===== src/rtl/ravan_axil_regif_if.sv =====
// AXI4-Lite-style register bus between a host master and ravan_axil_regif.
// Ports: AW/W/B write channels and AR/R read channels; master and slave modports.
interface ravan_axil_regif_if #(
  parameter int ADDR_W = 16,
  parameter int DATA_W = 64
);
  logic              awvalid;
  logic [ADDR_W-1:0] awaddr;
  logic              awready;
  logic              wvalid;
  logic [DATA_W-1:0] wdata;
  logic              wready;
  logic              bvalid;
  logic [1:0]        bresp;
  logic              bready;
  logic              arvalid;
  logic [ADDR_W-1:0] araddr;
  logic              arready;
  logic              rvalid;
  logic [DATA_W-1:0] rdata;
  logic [1:0]        rresp;
  logic              rready;

  modport master (
    output awvalid, awaddr, wvalid, wdata, bready,
    output arvalid, araddr, rready,
    input  awready, wready, bvalid, bresp,
    input  arready, rvalid, rdata, rresp
  );

  modport slave (
    input  awvalid, awaddr, wvalid, wdata, bready,
    input  arvalid, araddr, rready,
    output awready, wready, bvalid, bresp,
    output arready, rvalid, rdata, rresp
  );
endinterface


===== src/rtl/ravan_axil_regif.sv =====
// Register slave fronting the RAVAN crypto core: CTRL/STATUS/DIN/DOUT/KEY map.
// Ports: clk, rst (async, active high), bus (AXI-Lite slave), core_* to the core, irq.
module ravan_axil_regif #(
  parameter int DATA_W   = 64,
  parameter int KEY_W    = 512,
  parameter int ADDR_W   = 16,
  parameter int CORE_LAT = 3
) (
  input  logic              clk,
  input  logic              rst,
  ravan_axil_regif_if.slave bus,
  output logic              core_enc_sel,
  output logic              core_mode,
  output logic [DATA_W-1:0] core_data_in,
  output logic [KEY_W-1:0]  core_key,
  input  logic [DATA_W-1:0] core_data_out,
  input  logic              core_sha_error,
  output logic              irq
);
  localparam int KEY_WORDS = KEY_W / DATA_W;
  localparam int BSH = $clog2(DATA_W / 8);
  localparam int AW  = ADDR_W - BSH;
  localparam int KIW = (KEY_WORDS > 1) ? $clog2(KEY_WORDS) : 1;

  localparam logic [AW-1:0] I_CTRL = '0;
  localparam logic [AW-1:0] I_STAT = AW'(8 >> BSH);
  localparam logic [AW-1:0] I_DIN  = AW'(16 >> BSH);
  localparam logic [AW-1:0] I_DOUT = AW'(24 >> BSH);
  localparam logic [AW-1:0] I_KEY  = AW'(64 >> BSH);
  localparam logic [AW-1:0] I_KEND = AW'((64 >> BSH) + KEY_WORDS);

  localparam logic [1:0] OKAY   = 2'b00;
  localparam logic [1:0] SLVERR = 2'b10;

  typedef enum logic [1:0] {
    S_IDLE,
    S_RUN,
    S_DONE
  } state_t;

  state_t state_q, state_d;
  logic [7:0] cnt_q, cnt_d;
  logic       fin;

  logic                           bvalid_q, rvalid_q;
  logic [1:0]                     bresp_q, rresp_q;
  logic [DATA_W-1:0]              rdata_q;
  logic                           ctrl_mode_q, core_mode_q;
  logic                           done_q, sha_q, irq_q;
  logic [DATA_W-1:0]              din_q, dout_q;
  logic [KEY_WORDS-1:0][DATA_W-1:0] key_q;

  logic [AW-1:0]  wa, ra, wk_ofs, rk_ofs;
  logic [KIW-1:0] wk, rk;
  logic           wa_ctrl, wa_din, wa_key;
  logic           ra_ctrl, ra_stat, ra_din, ra_dout, ra_key;
  logic           busy, wr_fire, ar_fire;
  logic           w_ctrl, w_din, w_key, w_ok;
  logic           do_ctrl, do_din, do_key, start_go, dout_rd;
  logic [DATA_W-1:0] rd_d;
  logic              r_ok;
  logic              unused_ok;

  assign wa = bus.awaddr[ADDR_W-1:BSH];
  assign ra = bus.araddr[ADDR_W-1:BSH];
  assign wk_ofs = wa - I_KEY;
  assign rk_ofs = ra - I_KEY;
  assign wk = wk_ofs[KIW-1:0];
  assign rk = rk_ofs[KIW-1:0];

  // Byte-lane bits and high key-offset bits carry no information here.
  assign unused_ok = ^{bus.awaddr[BSH-1:0], bus.araddr[BSH-1:0],
                       wk_ofs[AW-1:KIW], rk_ofs[AW-1:KIW]};

  assign wa_ctrl = (wa == I_CTRL);
  assign wa_din  = (wa == I_DIN);
  assign wa_key  = (wa >= I_KEY) && (wa < I_KEND);
  assign ra_ctrl = (ra == I_CTRL);
  assign ra_stat = (ra == I_STAT);
  assign ra_din  = (ra == I_DIN);
  assign ra_dout = (ra == I_DOUT);
  assign ra_key  = (ra >= I_KEY) && (ra < I_KEND);

  assign busy    = (state_q == S_RUN);
  assign wr_fire = bus.awvalid && bus.wvalid && !bvalid_q;
  assign ar_fire = bus.arvalid && !rvalid_q;

  // Operand registers are frozen while the core runs.
  always_comb begin
    w_ctrl = 1'b0;
    w_din  = 1'b0;
    w_key  = 1'b0;
    unique case (1'b1)
      wa_ctrl: w_ctrl = !busy;
      wa_din:  w_din  = !busy;
      wa_key:  w_key  = !busy;
      default: ;
    endcase
  end

  assign w_ok     = w_ctrl || w_din || w_key;
  assign do_ctrl  = wr_fire && w_ctrl;
  assign do_din   = wr_fire && w_din;
  assign do_key   = wr_fire && w_key;
  assign start_go = do_ctrl && bus.wdata[0];
  assign dout_rd  = ar_fire && ra_dout;

  always_comb begin
    rd_d = '0;
    r_ok = 1'b1;
    unique case (1'b1)
      ra_ctrl: rd_d[1]   = ctrl_mode_q;
      ra_stat: rd_d[2:0] = {sha_q, done_q, busy};
      ra_din:  rd_d      = din_q;
      ra_dout: rd_d      = dout_q;
      ra_key:  rd_d      = key_q[rk];
      default: r_ok      = 1'b0;
    endcase
  end

  always_comb begin
    state_d = state_q;
    cnt_d   = cnt_q;
    fin     = 1'b0;
    unique case (state_q)
      S_IDLE: begin
        if (start_go) begin
          state_d = S_RUN;
          cnt_d   = 8'(CORE_LAT);
        end
      end
      S_RUN: begin
        cnt_d = cnt_q - 8'd1;
        if (cnt_q == 8'd1) begin
          state_d = S_DONE;
          fin     = 1'b1;
        end
      end
      S_DONE: begin
        state_d = S_IDLE;
        if (start_go) begin
          state_d = S_RUN;
          cnt_d   = 8'(CORE_LAT);
        end
      end
      default: state_d = S_IDLE;
    endcase
  end

  always_ff @(posedge clk or posedge rst) begin
    if (rst) begin
      state_q <= S_IDLE;
      cnt_q   <= '0;
    end else begin
      state_q <= state_d;
      cnt_q   <= cnt_d;
    end
  end

  always_ff @(posedge clk or posedge rst) begin
    if (rst) begin
      bvalid_q    <= 1'b0;
      bresp_q     <= OKAY;
      rvalid_q    <= 1'b0;
      rresp_q     <= OKAY;
      rdata_q     <= '0;
      ctrl_mode_q <= 1'b0;
      core_mode_q <= 1'b0;
      done_q      <= 1'b0;
      sha_q       <= 1'b0;
      irq_q       <= 1'b0;
      din_q       <= '0;
      dout_q      <= '0;
      key_q       <= '0;
    end else begin
      if (wr_fire) begin
        bvalid_q <= 1'b1;
        bresp_q  <= w_ok ? OKAY : SLVERR;
      end else if (bvalid_q && bus.bready) begin
        bvalid_q <= 1'b0;
      end

      if (ar_fire) begin
        rvalid_q <= 1'b1;
        rdata_q  <= rd_d;
        rresp_q  <= r_ok ? OKAY : SLVERR;
      end else if (rvalid_q && bus.rready) begin
        rvalid_q <= 1'b0;
      end

      if (do_ctrl)  ctrl_mode_q <= bus.wdata[1];
      if (start_go) core_mode_q <= bus.wdata[1];
      if (do_din)   din_q       <= bus.wdata;
      if (do_key)   key_q[wk]   <= bus.wdata;

      // A completion wins over a same-cycle DOUT read clearing done.
      if (fin)
        done_q <= 1'b1;
      else if (start_go || dout_rd)
        done_q <= 1'b0;

      if (fin)
        sha_q <= core_sha_error;
      else if (start_go)
        sha_q <= 1'b0;

      if (fin) dout_q <= core_data_out;
      irq_q <= fin;
    end
  end

  assign bus.awready  = wr_fire;
  assign bus.wready   = wr_fire;
  assign bus.bvalid   = bvalid_q;
  assign bus.bresp    = bresp_q;
  assign bus.arready  = ar_fire;
  assign bus.rvalid   = rvalid_q;
  assign bus.rdata    = rdata_q;
  assign bus.rresp    = rresp_q;

  assign core_enc_sel = busy;
  assign core_mode    = core_mode_q;
  assign core_data_in = din_q;
  assign core_key     = key_q;
  assign irq          = irq_q;
endmodule


===== src/flat_wrapper.sv =====
// flat-port wrapper written by rule: the top's interface ports become plain ports
module ravan_axil_regif_flat 
#(
  parameter int DATA_W   = 64,
  parameter int KEY_W    = 512,
  parameter int ADDR_W   = 16,
  parameter int CORE_LAT = 3
)
  (clk, rst, core_enc_sel, core_mode, core_data_in, core_key, core_data_out, core_sha_error, irq, bus_awvalid, bus_awaddr, bus_wvalid, bus_wdata, bus_bready, bus_arvalid, bus_araddr, bus_rready, bus_awready, bus_wready, bus_bvalid, bus_bresp, bus_arready, bus_rvalid, bus_rdata, bus_rresp);
  ravan_axil_regif_if #(.ADDR_W(ADDR_W), .DATA_W(DATA_W)) bus_i ();
  input  logic clk;
  input  logic rst;
  output logic core_enc_sel;
  output logic core_mode;
  output logic [DATA_W-1:0] core_data_in;
  output logic [KEY_W-1:0] core_key;
  input  logic [DATA_W-1:0] core_data_out;
  input  logic core_sha_error;
  output logic irq;
  input wire logic [$bits(bus_i.awvalid)-1:0] bus_awvalid;
  input wire logic [$bits(bus_i.awaddr)-1:0] bus_awaddr;
  input wire logic [$bits(bus_i.wvalid)-1:0] bus_wvalid;
  input wire logic [$bits(bus_i.wdata)-1:0] bus_wdata;
  input wire logic [$bits(bus_i.bready)-1:0] bus_bready;
  input wire logic [$bits(bus_i.arvalid)-1:0] bus_arvalid;
  input wire logic [$bits(bus_i.araddr)-1:0] bus_araddr;
  input wire logic [$bits(bus_i.rready)-1:0] bus_rready;
  output wire logic [$bits(bus_i.awready)-1:0] bus_awready;
  output wire logic [$bits(bus_i.wready)-1:0] bus_wready;
  output wire logic [$bits(bus_i.bvalid)-1:0] bus_bvalid;
  output wire logic [$bits(bus_i.bresp)-1:0] bus_bresp;
  output wire logic [$bits(bus_i.arready)-1:0] bus_arready;
  output wire logic [$bits(bus_i.rvalid)-1:0] bus_rvalid;
  output wire logic [$bits(bus_i.rdata)-1:0] bus_rdata;
  output wire logic [$bits(bus_i.rresp)-1:0] bus_rresp;
  assign bus_i.awvalid = bus_awvalid;
  assign bus_i.awaddr = bus_awaddr;
  assign bus_i.wvalid = bus_wvalid;
  assign bus_i.wdata = bus_wdata;
  assign bus_i.bready = bus_bready;
  assign bus_i.arvalid = bus_arvalid;
  assign bus_i.araddr = bus_araddr;
  assign bus_i.rready = bus_rready;
  assign bus_awready = bus_i.awready;
  assign bus_wready = bus_i.wready;
  assign bus_bvalid = bus_i.bvalid;
  assign bus_bresp = bus_i.bresp;
  assign bus_arready = bus_i.arready;
  assign bus_rvalid = bus_i.rvalid;
  assign bus_rdata = bus_i.rdata;
  assign bus_rresp = bus_i.rresp;
  ravan_axil_regif #(.DATA_W(DATA_W), .KEY_W(KEY_W), .ADDR_W(ADDR_W), .CORE_LAT(CORE_LAT)) u_core (.clk(clk), .rst(rst), .bus(bus_i), .core_enc_sel(core_enc_sel), .core_mode(core_mode), .core_data_in(core_data_in), .core_key(core_key), .core_data_out(core_data_out), .core_sha_error(core_sha_error), .irq(irq));
endmodule

===== config.mk =====
export PLATFORM = sky130hd
export DESIGN_NAME = ravan_axil_regif_flat
export DESIGN_NICKNAME = d
export VERILOG_FILES = /design/src/rtl/ravan_axil_regif_if.sv /design/src/rtl/ravan_axil_regif.sv /design/src/flat_wrapper.sv
export SDC_FILE = /design/constraint.sdc
export NUM_CORES = 1
export LEC_CHECK = 0
export CORE_AREA = 2 2 321 323
export CTS_CLUSTER_DIAMETER = 200
export CTS_CLUSTER_SIZE = 40
export DETAILED_ROUTE_END_ITERATION = 7
export DIE_AREA = 0 0 323 325
export HOLD_SLACK_MARGIN = 0.02
export PLACE_DENSITY = 0.54
export SLEW_MARGIN = 30
export SYNTH_ARGS = -nofsm -noshare
export SYNTH_HDL_FRONTEND = slang
export SYNTH_SLANG_ARGS = --single-unit

===== constraint.sdc =====
create_clock -name clk -period 24.8 [get_ports clk]
set_clock_uncertainty 0.2 [all_clocks]
set_input_delay 4.96 -clock clk [delete_from_list [all_inputs] [get_ports clk]]
set_output_delay 4.96 -clock clk [all_outputs]
set_load 0.01 [all_outputs]

==> key figures <==
Outcome
  • Outcome: finished, final reports clean

STA
  • Fin crit share: 0.4771
  • Final Setup Violations: 0
  • Hold Fails Final Rpt: 0
  • Slack of the critical path: 12.97 ns
  • Fmax: 84.52 MHz
  • Max-slew violations: 0
  • Worst Tran Pin Value: 0.9835 ns
  • Rel. slew slack: 0.3443
  • RSZ-0062 raised after global routing: false
  • Final min period: 11.83 ns
  • Setup TNS: 0 ns

Clock network
  • Clk sinks: 723
  • Setup bufs post-CTS: 0
  • CTS resizes: 0
  • # hold bufs at CTS: 0
  • Worst-path clk slew: 0.07 ns
  • H-tree Lvls: 1
  • Cts bufs inserted: 22
  • Clock Tree Root: clkbuf_16
  • Clock tree buffer depth: 3
  • CTS tree: yes
  • Worst-Skew Late Latency: 0.65 ns

Logic synthesis
  • Share of flip-flops with an asynchronous set or reset: 1.000
  • Post-synthesis sequential area ratio: 0.5690
  • Syn avg cell area: 14.74 um^2
  • EDFF count, synth: 0
  • Syn Inst Count: 2157
  • Largest cells by area after synthesis: dfrtp_1 (57%), mux2_2 (21%), mux4_2 (9.1%)
  • Cell taking the most area after synthesis: dfrtp_1
  • Total number of yosys warnings: 0
  • Post-synth top area share: 0.5690
  • Syn Std Cell Area: 0.03179 mm^2
  • Cell variety after synth: 65
  • #FFs+latches synth: 723
  • Most common flop cell mapped by yosys: dfrtp_1

Detailed routing
  • Routed vias/inst: 5.222
  • DR WL/cell: 30.33 um
  • Antenna viol nets, final: 0
  • Final WL: 129400 um
  • DR iter-0 viols: 1320
  • Vias post-DR: 22280
  • Drc violations: 0
  • DRT Pass-1 Iters: 5

Floorplanning
  • Die W: 323 um
  • DIE AREA: 0.1050 mm^2
  • Initial Utilization: 0.3139
  • Core Region: 0.1013 mm^2
  • Row count: 117
  • Die Height: 325 um
  • I/O pins: 820

GRT
  • Largest net degree at the start of global routing: 154
  • Vias in the first global route: 23900
  • First-pass GRT wire length: 183400 um
  • GRT Util Overall: 0.2410
  • Antenna violations before repair: 13
  • Total grt overflow: 0

Setup path
  • Setup CP Type: in2out
  • Reg2reg end: u_core.core_key[300]
  • Reg2reg path depth: 6
  • Data arrival time of the worst path: 6.67 ns
  • R2R setup slack: 20.60 ns
  • Required time of the critical path: 19.64 ns
  • Critical Path End Type: primary output
  • Reg-to-reg startpoint: u_core.state_q[0]
  • Top fanout value on the critical path: 36
  • Crit start category: input pin

Power and ir drop
  • Pwr per Cell Area: 44.92 mW/mm^2
  • Seq pwr share: 0.631
  • Maximum vdd drop: 0.04533 mV
  • Switching share of total power: 0.2499
  • Clock share of power: 0.288
  • Psw: 0.0004731 W
  • Int Pwr: 0.001420 W
  • Comb power frac: 0.081
  • LEAKAGE: 19.02 nW

Placed design
  • Dpl cells: 4238
  • Setup WS pre-CTS: 12.95 ns
  • Placer Congestion: 0.8288
  • Hpwl dp: 87030 um
  • Port-buffer cells: 811

Finish
  • Synth-to-Final Area Change: 32.52%
  • Layout cell share with drive strength beyond 1: 0.2904
  • Cell Count, Final, Fillers Out: 4266
  • Final nets: 3066

Hold path
  • Min-Delay Path Class: reg2reg
  • WHS Path Cells: 2
  • HP Start: u_core.dout_q[51]
  • Min-Delay Endpoint: u_core.dout_q[51]

Job
  • Max Cap Viol: 0
-- area by class of cell --
type	instances	area [um^2]
Multi-Input combinational cell	1278	13070
Clock buffer	23	575.6
Antenna cell	2	5.005
Sequential cell	723	18090
Clock inverter	1	30.03
Tap cell	1368	1712
Inverter	14	61.31
Fill cell	9523	59170
Timing Repair Buffer	857	8587
-- logic make-up after synthesis --
kind of cell	Yosys count	synth area share
AO/OA/AOI/OAI	144	0.03318
XOR/XNOR	5	0.001377
adder cells (fa/ha/maj)	2	0.0007869
buffers and inverters	157	0.02330
flip-flops	723	0.5690
multiplexers	785	0.3229
other	1	0.0001179
AND/OR/NAND/NOR	340	0.04935
-- registers in the layout (all words and copies together), names as in the netlist, 2 cells and up --
name and cells:
u_core.core_data_in 64, u_core.core_key 512, u_core.dout_q 64, u_core.cnt_q 8, u_core.bus.rdata 64, u_core.state_q 2
-- critical path: stages --
cell             delay [ns]
clkdlybuf4s50_1        0.50
nand2b_4               0.07
inv_4                  0.46
clkdlybuf4s50_1        0.67
-- worst max-delay path by stage --
stage / startpoint / end / slack [ns] / depth (start not counted)
after global placement: bus_arvalid / bus_arready / 12.96 / 4
final: bus_arvalid / bus_arready / 12.97 / 4
after detailed placement: bus_arvalid / bus_arready / 12.95 / 4
after global routing: bus_arvalid / bus_arready / 12.92 / 4
after floorplan: rst / u_core.bus.bresp[1] / 9.74 / 1
after CTS: bus_arvalid / bus_arready / 12.94 / 4
-- power groups by stage --
stage | logic (W) | registers [W] | clock network, W
after CTS | 0.000156 | 0.00120 | 0.000565
after global routing | 0.000166 | 0.00120 | 0.000604
after global placement | 0.000152 | 0.00122 | 0
after detailed placement | 0.000155 | 0.00122 | 0
final | 0.000154 | 0.00119 | 0.000544
after floorplan | 0.0000591 | 0.00122 | 0
-- layout by cell type, fill, tap and decap left out, types with 3 or more instances in the layout --
master / synthesis / routed
a21oi_1: 26 / 26
a221o_1: 17 / 17
a222oi_1: 22 / 22
a31oi_1: 8 / 8
a32oi_1: 14 / 14
and2_1: 8 / 8
buf_12: 0 / 4
buf_4: 3 / 33
buf_6: 12 / 9
clkbuf_16: 0 / 23
clkdlybuf4s50_1: 0 / 808
dfrtp_1: 723 / 723
inv_1: 12 / 10
mux2_1: 27 / 27
mux2_2: 607 / 607
mux2i_1: 22 / 22
mux4_2: 129 / 129
nand2_1: 232 / 231
nand2b_1: 4 / 3
nand3_1: 9 / 8
nand3_4: 3 / 6
nand4_1: 3 / 3
nand4_4: 2 / 4
nor2_1: 40 / 40
nor3_1: 6 / 4
nor3_2: 1 / 3
nor3b_1: 3 / 3
nor4_2: 1 / 4
o211ai_1: 4 / 4
o21ai_0: 23 / 23
o21ai_1: 12 / 12
o221ai_1: 3 / 3
xor2_1: 4 / 4
-- metal layers --
metal | part of all wire | GRT usage
met1 | 0.38 | 0.2837
met2 | 0.52 | 0.4355
met3 | 0.070 | 0.05672
met4 | 0.029 | 0.06481
met5 | 0.00092 | 0
-- through the flow --
| stage | hold WS (ns) | total power [W] | instance area, um^2 | util |
|---|---|---|---|---|
| after global placement | 0.2559 | 0.001369 | 41350 | 0.4082 |
| after CTS | 0.2891 | 0.001916 | 42040 | 0.4150 |
| after global routing | 0.3106 | 0.001966 | 42130 | 0.4159 |
| final | 0.2919 | 0.001893 | 42130 | 0.4159 |
| after floorplan | 0.2401 | 0.001281 | 31800 | - |
| after detailed placement | 0.2590 | 0.001372 | 41430 | 0.4090 |
-- cell usage after synthesis, drive strengths merged, types with 2 or more instances --
library cell	count
mux4	129
o221ai	3
nand2b	4
a31o	2
a32oi	14
and2	9
ha	2
a31oi	8
nand3	14
a32o	2
mux2i	22
xor2	4
a21oi	26
or4	3
o21ai	35
clkbuf	73
a2bb2oi	2
a221o	17
and4	2
inv	12
a222oi	22
buf	70
nor3	7
o211ai	4
nor2b	2
mux2	634
a221oi	2
nor2	40
or2	2
nand4b	2
nand4	7
nand2	232
nor3b	3
dfrtp	723
clkinv	2
nor4	7
No activity file was read; power rests on OpenSTA's default activity.
